## src/rtl/gray_sobel_pkg.sv

```systemverilog
// Shared constants and helpers for the grayscale Sobel front end.
// Window element (r,c) lives at bit offset PX_BITS*win_idx(r,c).
package gray_sobel_pkg;

    localparam int unsigned PX_BITS        = 8;
    localparam int unsigned WIN_BITS       = 9 * PX_BITS;
    localparam int unsigned IMG_WIDTH_DEF  = 8;
    localparam int unsigned IMG_HEIGHT_DEF = 8;

    function automatic int unsigned win_idx(input int unsigned r, input int unsigned c);
        return 3 * r + c;
    endfunction

endpackage

```

## src/rtl/sobel_line_buf.sv

```systemverilog
// One image line of pixel storage: combinational read, clocked write to the same address,
// so a write-enabled cycle returns the previous line's value at that column.
module sobel_line_buf #(
    parameter int unsigned DEPTH = 8,
    parameter int unsigned WIDTH = 8,
    localparam int unsigned AW   = $clog2(DEPTH)
) (
    input  logic             clk,
    input  logic             we,
    input  logic [AW-1:0]    addr,
    input  logic [WIDTH-1:0] wr_data,
    output logic [WIDTH-1:0] rd_data_c
);

    logic [WIDTH-1:0] mem [DEPTH];

    assign rd_data_c = mem[addr];

    // Contents need no reset: output validity gating hides stale data.
    always_ff @(posedge clk) begin
        if (we) begin
            mem[addr] <= wr_data;
        end
    end

endmodule

```

## src/rtl/sobel_window_gen.sv

```systemverilog
// 3x3 neighbourhood generator: two cascaded line buffers plus a shifting window,
// emitting one window per accepted pixel once the window lies fully inside the frame.
module sobel_window_gen #(
    parameter int unsigned IMG_WIDTH  = gray_sobel_pkg::IMG_WIDTH_DEF,
    parameter int unsigned IMG_HEIGHT = gray_sobel_pkg::IMG_HEIGHT_DEF,
    parameter int unsigned PX_BITS    = gray_sobel_pkg::PX_BITS
) (
    input  logic                 clk_i,
    input  logic                 nreset_i,
    input  logic                 start_i,
    input  logic                 px_rdy_i,
    input  logic [PX_BITS-1:0]   px_i,
    output logic [9*PX_BITS-1:0] window_o,
    output logic                 px_rdy_o,
    output logic                 frame_done_o
);

    import gray_sobel_pkg::win_idx;

    localparam int unsigned COL_W = $clog2(IMG_WIDTH);
    localparam int unsigned ROW_W = $clog2(IMG_HEIGHT);
    localparam int unsigned WIN_W = 9 * PX_BITS;

    logic [COL_W-1:0]   col;
    logic [ROW_W-1:0]   row;
    logic [WIN_W-1:0]   win_sr;

    logic [COL_W-1:0]   col_cur_c;
    logic [ROW_W-1:0]   row_cur_c;
    logic               col_last_c;
    logic               row_last_c;
    logic               emit_c;
    logic [WIN_W-1:0]   win_base_c;
    logic [WIN_W-1:0]   win_next_c;
    logic [PX_BITS-1:0] lb0_rd_c;
    logic [PX_BITS-1:0] lb1_rd_c;

    // A start pulse makes the current pixel (0,0) of a fresh frame.
    assign col_cur_c  = start_i ? '0 : col;
    assign row_cur_c  = start_i ? '0 : row;
    assign col_last_c = (col_cur_c == COL_W'(IMG_WIDTH - 1));
    assign row_last_c = (row_cur_c == ROW_W'(IMG_HEIGHT - 1));
    assign emit_c     = px_rdy_i && (row_cur_c >= ROW_W'(2)) && (col_cur_c >= COL_W'(2));
    assign win_base_c = start_i ? '0 : win_sr;

    sobel_line_buf #(
        .DEPTH (IMG_WIDTH),
        .WIDTH (PX_BITS)
    ) lb0 (
        .clk       (clk_i),
        .we        (px_rdy_i),
        .addr      (col_cur_c),
        .wr_data   (px_i),
        .rd_data_c (lb0_rd_c)
    );

    sobel_line_buf #(
        .DEPTH (IMG_WIDTH),
        .WIDTH (PX_BITS)
    ) lb1 (
        .clk       (clk_i),
        .we        (px_rdy_i),
        .addr      (col_cur_c),
        .wr_data   (lb0_rd_c),
        .rd_data_c (lb1_rd_c)
    );

    // Shift left one column; the new right column is {line y-2, line y-1, current pixel}.
    always_comb begin
        win_next_c = '0;
        for (int unsigned r = 0; r < 3; r++) begin
            for (int unsigned c = 0; c < 2; c++) begin
                win_next_c[PX_BITS*win_idx(r, c) +: PX_BITS] =
                    win_base_c[PX_BITS*win_idx(r, c + 1) +: PX_BITS];
            end
        end
        win_next_c[PX_BITS*win_idx(0, 2) +: PX_BITS] = lb1_rd_c;
        win_next_c[PX_BITS*win_idx(1, 2) +: PX_BITS] = lb0_rd_c;
        win_next_c[PX_BITS*win_idx(2, 2) +: PX_BITS] = px_i;
    end

    always_ff @(posedge clk_i or negedge nreset_i) begin
        if (!nreset_i) begin
            col          <= '0;
            row          <= '0;
            win_sr       <= '0;
            window_o     <= '0;
            px_rdy_o     <= 1'b0;
            frame_done_o <= 1'b0;
        end else begin
            px_rdy_o     <= emit_c;
            frame_done_o <= emit_c && row_last_c && col_last_c;
            if (start_i) begin
                col      <= '0;
                row      <= '0;
                win_sr   <= '0;
                window_o <= '0;
            end
            if (px_rdy_i) begin
                win_sr <= win_next_c;
                if (col_last_c) begin
                    col <= '0;
                    row <= row_last_c ? '0 : row_cur_c + ROW_W'(1);
                end else begin
                    col <= col_cur_c + COL_W'(1);
                end
            end
            if (emit_c) begin
                window_o <= win_next_c;
            end
        end
    end

endmodule

```

## config.mk

```make
export PLATFORM = sky130hd
export DESIGN_NAME = sobel_window_gen
export DESIGN_NICKNAME = d
export VERILOG_FILES = /design/src/rtl/gray_sobel_pkg.sv /design/src/rtl/sobel_line_buf.sv /design/src/rtl/sobel_window_gen.sv
export SDC_FILE = /design/constraint.sdc
export NUM_CORES = 1
export LEC_CHECK = 0
export BUFFER_PORTS_ARGS = -buffer_cell sky130_fd_sc_hd__buf_4
export CORE_AREA = 2 2 175 177
export CTS_BUF_LIST = sky130_fd_sc_hd__clkbuf_2 sky130_fd_sc_hd__clkbuf_4 sky130_fd_sc_hd__clkbuf_8
export DETAILED_ROUTE_END_ITERATION = 16
export DIE_AREA = 0 0 177 179
export GPL_ROUTABILITY_DRIVEN = 0
export GPL_TIMING_DRIVEN = 0
export SLEW_MARGIN = 40
export SYNTH_ARGS = -nofsm -noshare
export SYNTH_HDL_FRONTEND = slang
export SYNTH_SLANG_ARGS = --single-unit
```

## constraint.sdc

```tcl
create_clock -name clk_i -period 3.15 [get_ports clk_i]
set_clock_uncertainty 0.15 [all_clocks]
set_input_delay 0.4725 -clock clk_i [delete_from_list [all_inputs] [get_ports clk_i]]
set_output_delay 0.4725 -clock clk_i [all_outputs]
set_load 0.02 [all_outputs]
```

---- Word level (Yosys, flattened, before mapping) ----
Memory sizes are Yosys's and may differ from the RTL's.
Cells that the tools add are included.
word-level totals
  word-level logic and storage cells ...... 32
  memories kept ........................... 2
  bits in writable memories ............... 128
  register bits after elaboration ......... 128
  input bits .............................. 12
  output and inout bits ................... 74
cells by class
  add/sub/neg operators ................... 2
  reductions and logical operators ........ 5
  equality and inequality tests ........... 2
  order comparisons ....................... 2
  mux-type cells .......................... 13
memory list
  name     depth  width  read ports  clocked after Yosys merged registers in  write ports  RTL line              RTL
  lb0.mem  8      8      1           0                                        1            sobel_line_buf.sv:15  logic [WIDTH-1:0] mem [DEPTH];
  lb1.mem  8      8      1           0                                        1            sobel_line_buf.sv:15
operators by type and width
  cell                                                                                  number
  72-bit 2-to-1 mux                                                                     4
  3-bit 2-to-1 mux                                                                      7
  3-bit by 1-bit adder with 3-bit output (second input constant)                        2
  3-bit equality test (second input constant)                                           2
  3-bit by 2-bit greater-or-equal comparator with 1-bit output (second input constant)  2
  1-bit logical AND                                                                     4
  1-bit 2-to-1 mux                                                                      2
  2-bit nonzero test                                                                    1

---- Longest topological paths before layout ----
  depth after elaboration ................. 6
  gate-level depth with buffers ........... 11
  mapped depth without buffers ............ 8

---- Cells and area by module ----
Synthesis repeated with hierarchy kept, for this count alone.
unflattened totals
  cells, all modules ...................... 717
  area total of the unflattened synthesis .. 10780.3 um^2
by module, submodules not included
  module            times used  sequential area each (um^2)  cells an instance  area each (um^2)
  sobel_window_gen  1           3203.1                       475                5670.4
  sobel_line_buf    2           1921.8                       121                2555.0

---- Worst setup path before layout ----
Ideal clock, no wire load.
  path kind ............................... input to register
  from .................................... input px_rdy_i
  to ...................................... memory lb0.mem[1][0] (enable)
  setup time .............................. 0.409 ns
  arrival ................................. 2.269 ns
  buffers on the path ..................... 2
  setup slack ............................. 0.321 ns
  stages .................................. 4
  cells stage by stage .................... buf_2 > buf_1 > nand2_1 > nor3_1
between the ends
  longest elaborated chain between the ends .. 2
RTL lines
  item                                    RTL line                RTL
  start: declaration                      sobel_window_gen.sv:11  input logic px_rdy_i,
  1-bit 2-to-1 mux                        sobel_line_buf.sv:21    if (we) begin
  1-bit 2-to-1 mux (implied by the code)  sobel_line_buf.sv:22    mem[addr] <= wr_data;
  end: declaration                        sobel_line_buf.sv:15
No other way between the ends.

---- Final worst setup path ----
  from .................................... register col[1]
  to ...................................... register win_sr[22]
between the ends
  longest elaborated chain between the ends .. 3
RTL lines
  item                      RTL line                 RTL
  start: declaration        sobel_window_gen.sv:24   logic [COL_W-1:0] col;
  start signal: assignment  sobel_window_gen.sv:105  col <= col_cur_c + COL_W'(1);
  3-bit 2-to-1 mux          n/a
  memory read 8 x 8 bit     n/a
  72-bit 2-to-1 mux         sobel_window_gen.sv:99   if (px_rdy_i) begin
  end signal: assignment    sobel_window_gen.sv:100  win_sr <= win_next_c;
  end: declaration          sobel_window_gen.sv:26   logic [WIN_W-1:0] win_sr;
No other way between the ends.
A chain may end at the register's enable or synchronous reset.

==> results by group <==
Outcome
  – Status: completed

Route
  – Final ANT Viol Nets: 0
  – Wirelength per Cell: 19.9 um
  – Detailed Route WL: 27100 um
  – DRC: 0
  – Drt first pass iters: 4
  – DR vias: 7141
  – Via/cell ratio: 5.22
  – Initial drt markers: 629

CTS
  – Max clock buf depth: 3
  – CTS resizes: 0
  – Num CTS Buffers: 44
  – Sinks on Clock Net: 256
  – Postcts setup bufs: 0
  – H-tree depth: 2
  – CTS Root Cell: clkbuf_8
  – CTS tree: done
  – CTS Hold Bufs: 1
  – Clk pin slew, worst setup/hold paths: 0.07 ns
  – Worst-Skew Late Latency: 0.55 ns

Floorplan
  – Number of top-level pins: 86
  – # rows: 64
  – Core area: 30000 um2
  – Starting density of the core: 34.4%
  – Die area: 31700 um2
  – Die width: 177 um
  – Die H: 179 um

Power and ir drop
  – Max VDD drop: 0.284 mV
  – Lkg Pwr: 5.29 nW
  – Cell Pwr Density: 613 nW/um2

Critical path
  – Critical path launch point type: flop
  – WP data required: 3.38 ns
  – Crit-path max cell delay: 0.77 ns
  – Crit-path max FO: 10
  – Critical Path, Cell by Cell: buf_2 > nand3b_1 > clkbuf_1 > o22ai_1 > a221oi_1 > o21ai_0
  – Crit path capture type: flop
  – WP data arrival: 3.07 ns
  – Crit path kind: flop to flop
  – Slowest cell on crit path: a221oi_1

Synthesis
  – Ys flop type: edfxtp_1
  – Top cells by area, synth: edfxtp_1, dfrtp_1, mux2i_1, o21ai_0, a21oi_1
  – Register area share after synthesis: 68.3%
  – Yosys top cell by area: edfxtp_1
  – Yosys cell types: 39
  – Asr flop ratio synth: 50.0%
  – Yosys warns: 0
  – Synth top area share: 37.3%
  – Post-synth EDFFs: 128
  – Post-Synthesis Cells: 786
  – Avg Inst Size Synth: 13.1 um2
  – Post-synthesis sequential element count: 256
  – Cell area after synthesis: 10300 um2
  – Net Count, Synth: 804
  – Post-synth top cells: dfrtp_1, edfxtp_1, mux2i_1

Global route
  – Largest net degree at the start of global routing: 74
  – Vias in the first global route: 7133
  – Initial antenna violation count: 1
  – Gr usage total: 17.3%
  – First-pass GRT wire length: 41600 um
  – Global route overflow: 0

Final layout
  – Reg area: 7050 um2
  – Syn-to-layout area delta: 22.7%
  – FILL cells: 2810
  – Multi-input gate area: 3000 um2
  – Layout Nets: 955
  – Layout cells sized above 1: 23.2%
  – Ant diodes: 0
  – Final Util: 42.2%

Place
  – # port buffers: 84
  – Hpwl dp: 18700 um

STA
  – Slew Limit Fails: 0
  – Slew headroom: 37.4%
  – # setup viols final: 0
  – Fin Hold WS: 0.0466 ns
  – Fmax achieved: 0.351 GHz
  – Worst-Margin Slew: 0.939 ns
  – Fin crit period: 2.85 ns
  – RSZ-0062 raised after global routing: no
  – Final Hold Fails: 0
  – Final worst path period share: 90.4%

Run
  – MaxCap Viol Count: 0

Hold path
  – Worst min-delay path class: primary input to flop
logic make-up (layout without fill, tap and decap cells):
| kind of cell | Yosys count | in the layout | share of synthesized area (%) |
|---|---|---|---|
| XOR/XNOR | 2 | 2 | 0.170 |
| adder cells (fa/ha/maj) | 6 | 6 | 0.728 |
| multiplexers | 82 | 82 | 8.20 |
| AND/OR/NAND/NOR | 152 | 152 | 6.89 |
| flip-flops | 256 | 256 | 68.3 |
| AO/OA/AOI/OAI | 214 | 214 | 12.6 |
| buffers and inverters | 74 | 259 | 3.12 |
final cells by class:
cell class,count,share of cell area [%]
multi-input cells,456,23.7
clock inverters,15,1.17
plain buffers,62,2.18
clock buffers,65,6.47
inverters,12,0.356
well taps,396,3.91
repair buffers,105,6.57
flip-flops and latches,256,55.6
layout by cell type (no fill, tap or decap), types with 4 or more instances in the layout:
cell type and count:
dfrtp_1 128, edfxtp_1 128, buf_4 96, mux2i_1 71, o21ai_0 66, a21oi_1 59, nand3_1 58, clkbuf_8 53
nand2_1 33, clkbuf_1 31, nor2_1 31, a22o_1 26, buf_2 24, o22ai_1 16, clkbuf_4 12, nor2b_1 11
o21ai_1 11, mux2_2 10, inv_1 9, a211o_1 9, buf_1 7, a221oi_1 6, ha_1 6, clkinv_2 6
nand2b_1 5, nor3_2 5, clkinv_1 5, a31oi_1 4, o2bb2ai_1 4, o211ai_1 4, buf_8 4
report_power, final:
part           switching [mW]  leakage, nW  internal (mW)
clock network            1.35        0.515           1.92
logic                   0.508         1.87          0.236
registers              0.0717         2.91           3.68
state kept, by name, summed over array words and instances, names as in the netlist:
register	cells
lb0.mem	64
window_o	72
lb1.mem	64
frame_done_o	1
col	3
row	3
win_sr	48
px_rdy_o	1
worst max-delay path, delay by kind of cell, from the launching register on:
family	cells	cell delay (ns)
DFF	1	0.42
and+or+nand+nor	1	0.19
AOI/OAI and AO/OA	3	1.18
buffers and inverters	2	0.75
metal layers:
layer	global-route usage, %	wire (um)	share of wire, %	vias up
li1	-	-	-	3229
met1	24.1	12200	45	3601
met2	27.7	12600	47	259
met3	3.01	1670	6.2	52
met4	5.41	626	2.3	0
met5	0	0	0	-
path summary, 6_finish.rpt:
path	from	endpoint	slack [ns]	cells past startpoint
worst max-delay path	col[1]$_DFF_PN0_	win_sr[22]$_DFF_PN0_	0.30	6
worst min-delay path	px_i[3]	lb0.mem[4][3]$_DFFE_PP_	0.05	1
max in group asynchronous	nreset_i	window_o[46]$_DFFE_PN0P_	1.84	3
worst min register to register	win_sr[62]$_DFF_PN0_	win_sr[62]$_DFF_PN0_	0.37	2
min in group asynchronous	nreset_i	window_o[29]$_DFFE_PN0P_	0.29	2
worst max register to register	col[1]$_DFF_PN0_	win_sr[22]$_DFF_PN0_	0.30	6
stage by stage:
step           setup TNS, ns  std cells  area [um2]  worst slack (ns)  power [mW]
2_1_floorplan              0        786       10300             0.321        4.23
3_3_place_gp          -95.15       1266       11400             -1.09        4.51
3_5_place_dp           -6.63       1285       11700            -0.220        4.55
4_1_cts                    0       1366       12700             0.332        7.79
5_1_grt                    0       1367       12700            0.0946        8.04
6_report                   0       1367       12700             0.303        7.76
Note: power is estimated with default switching activity, not from simulation.
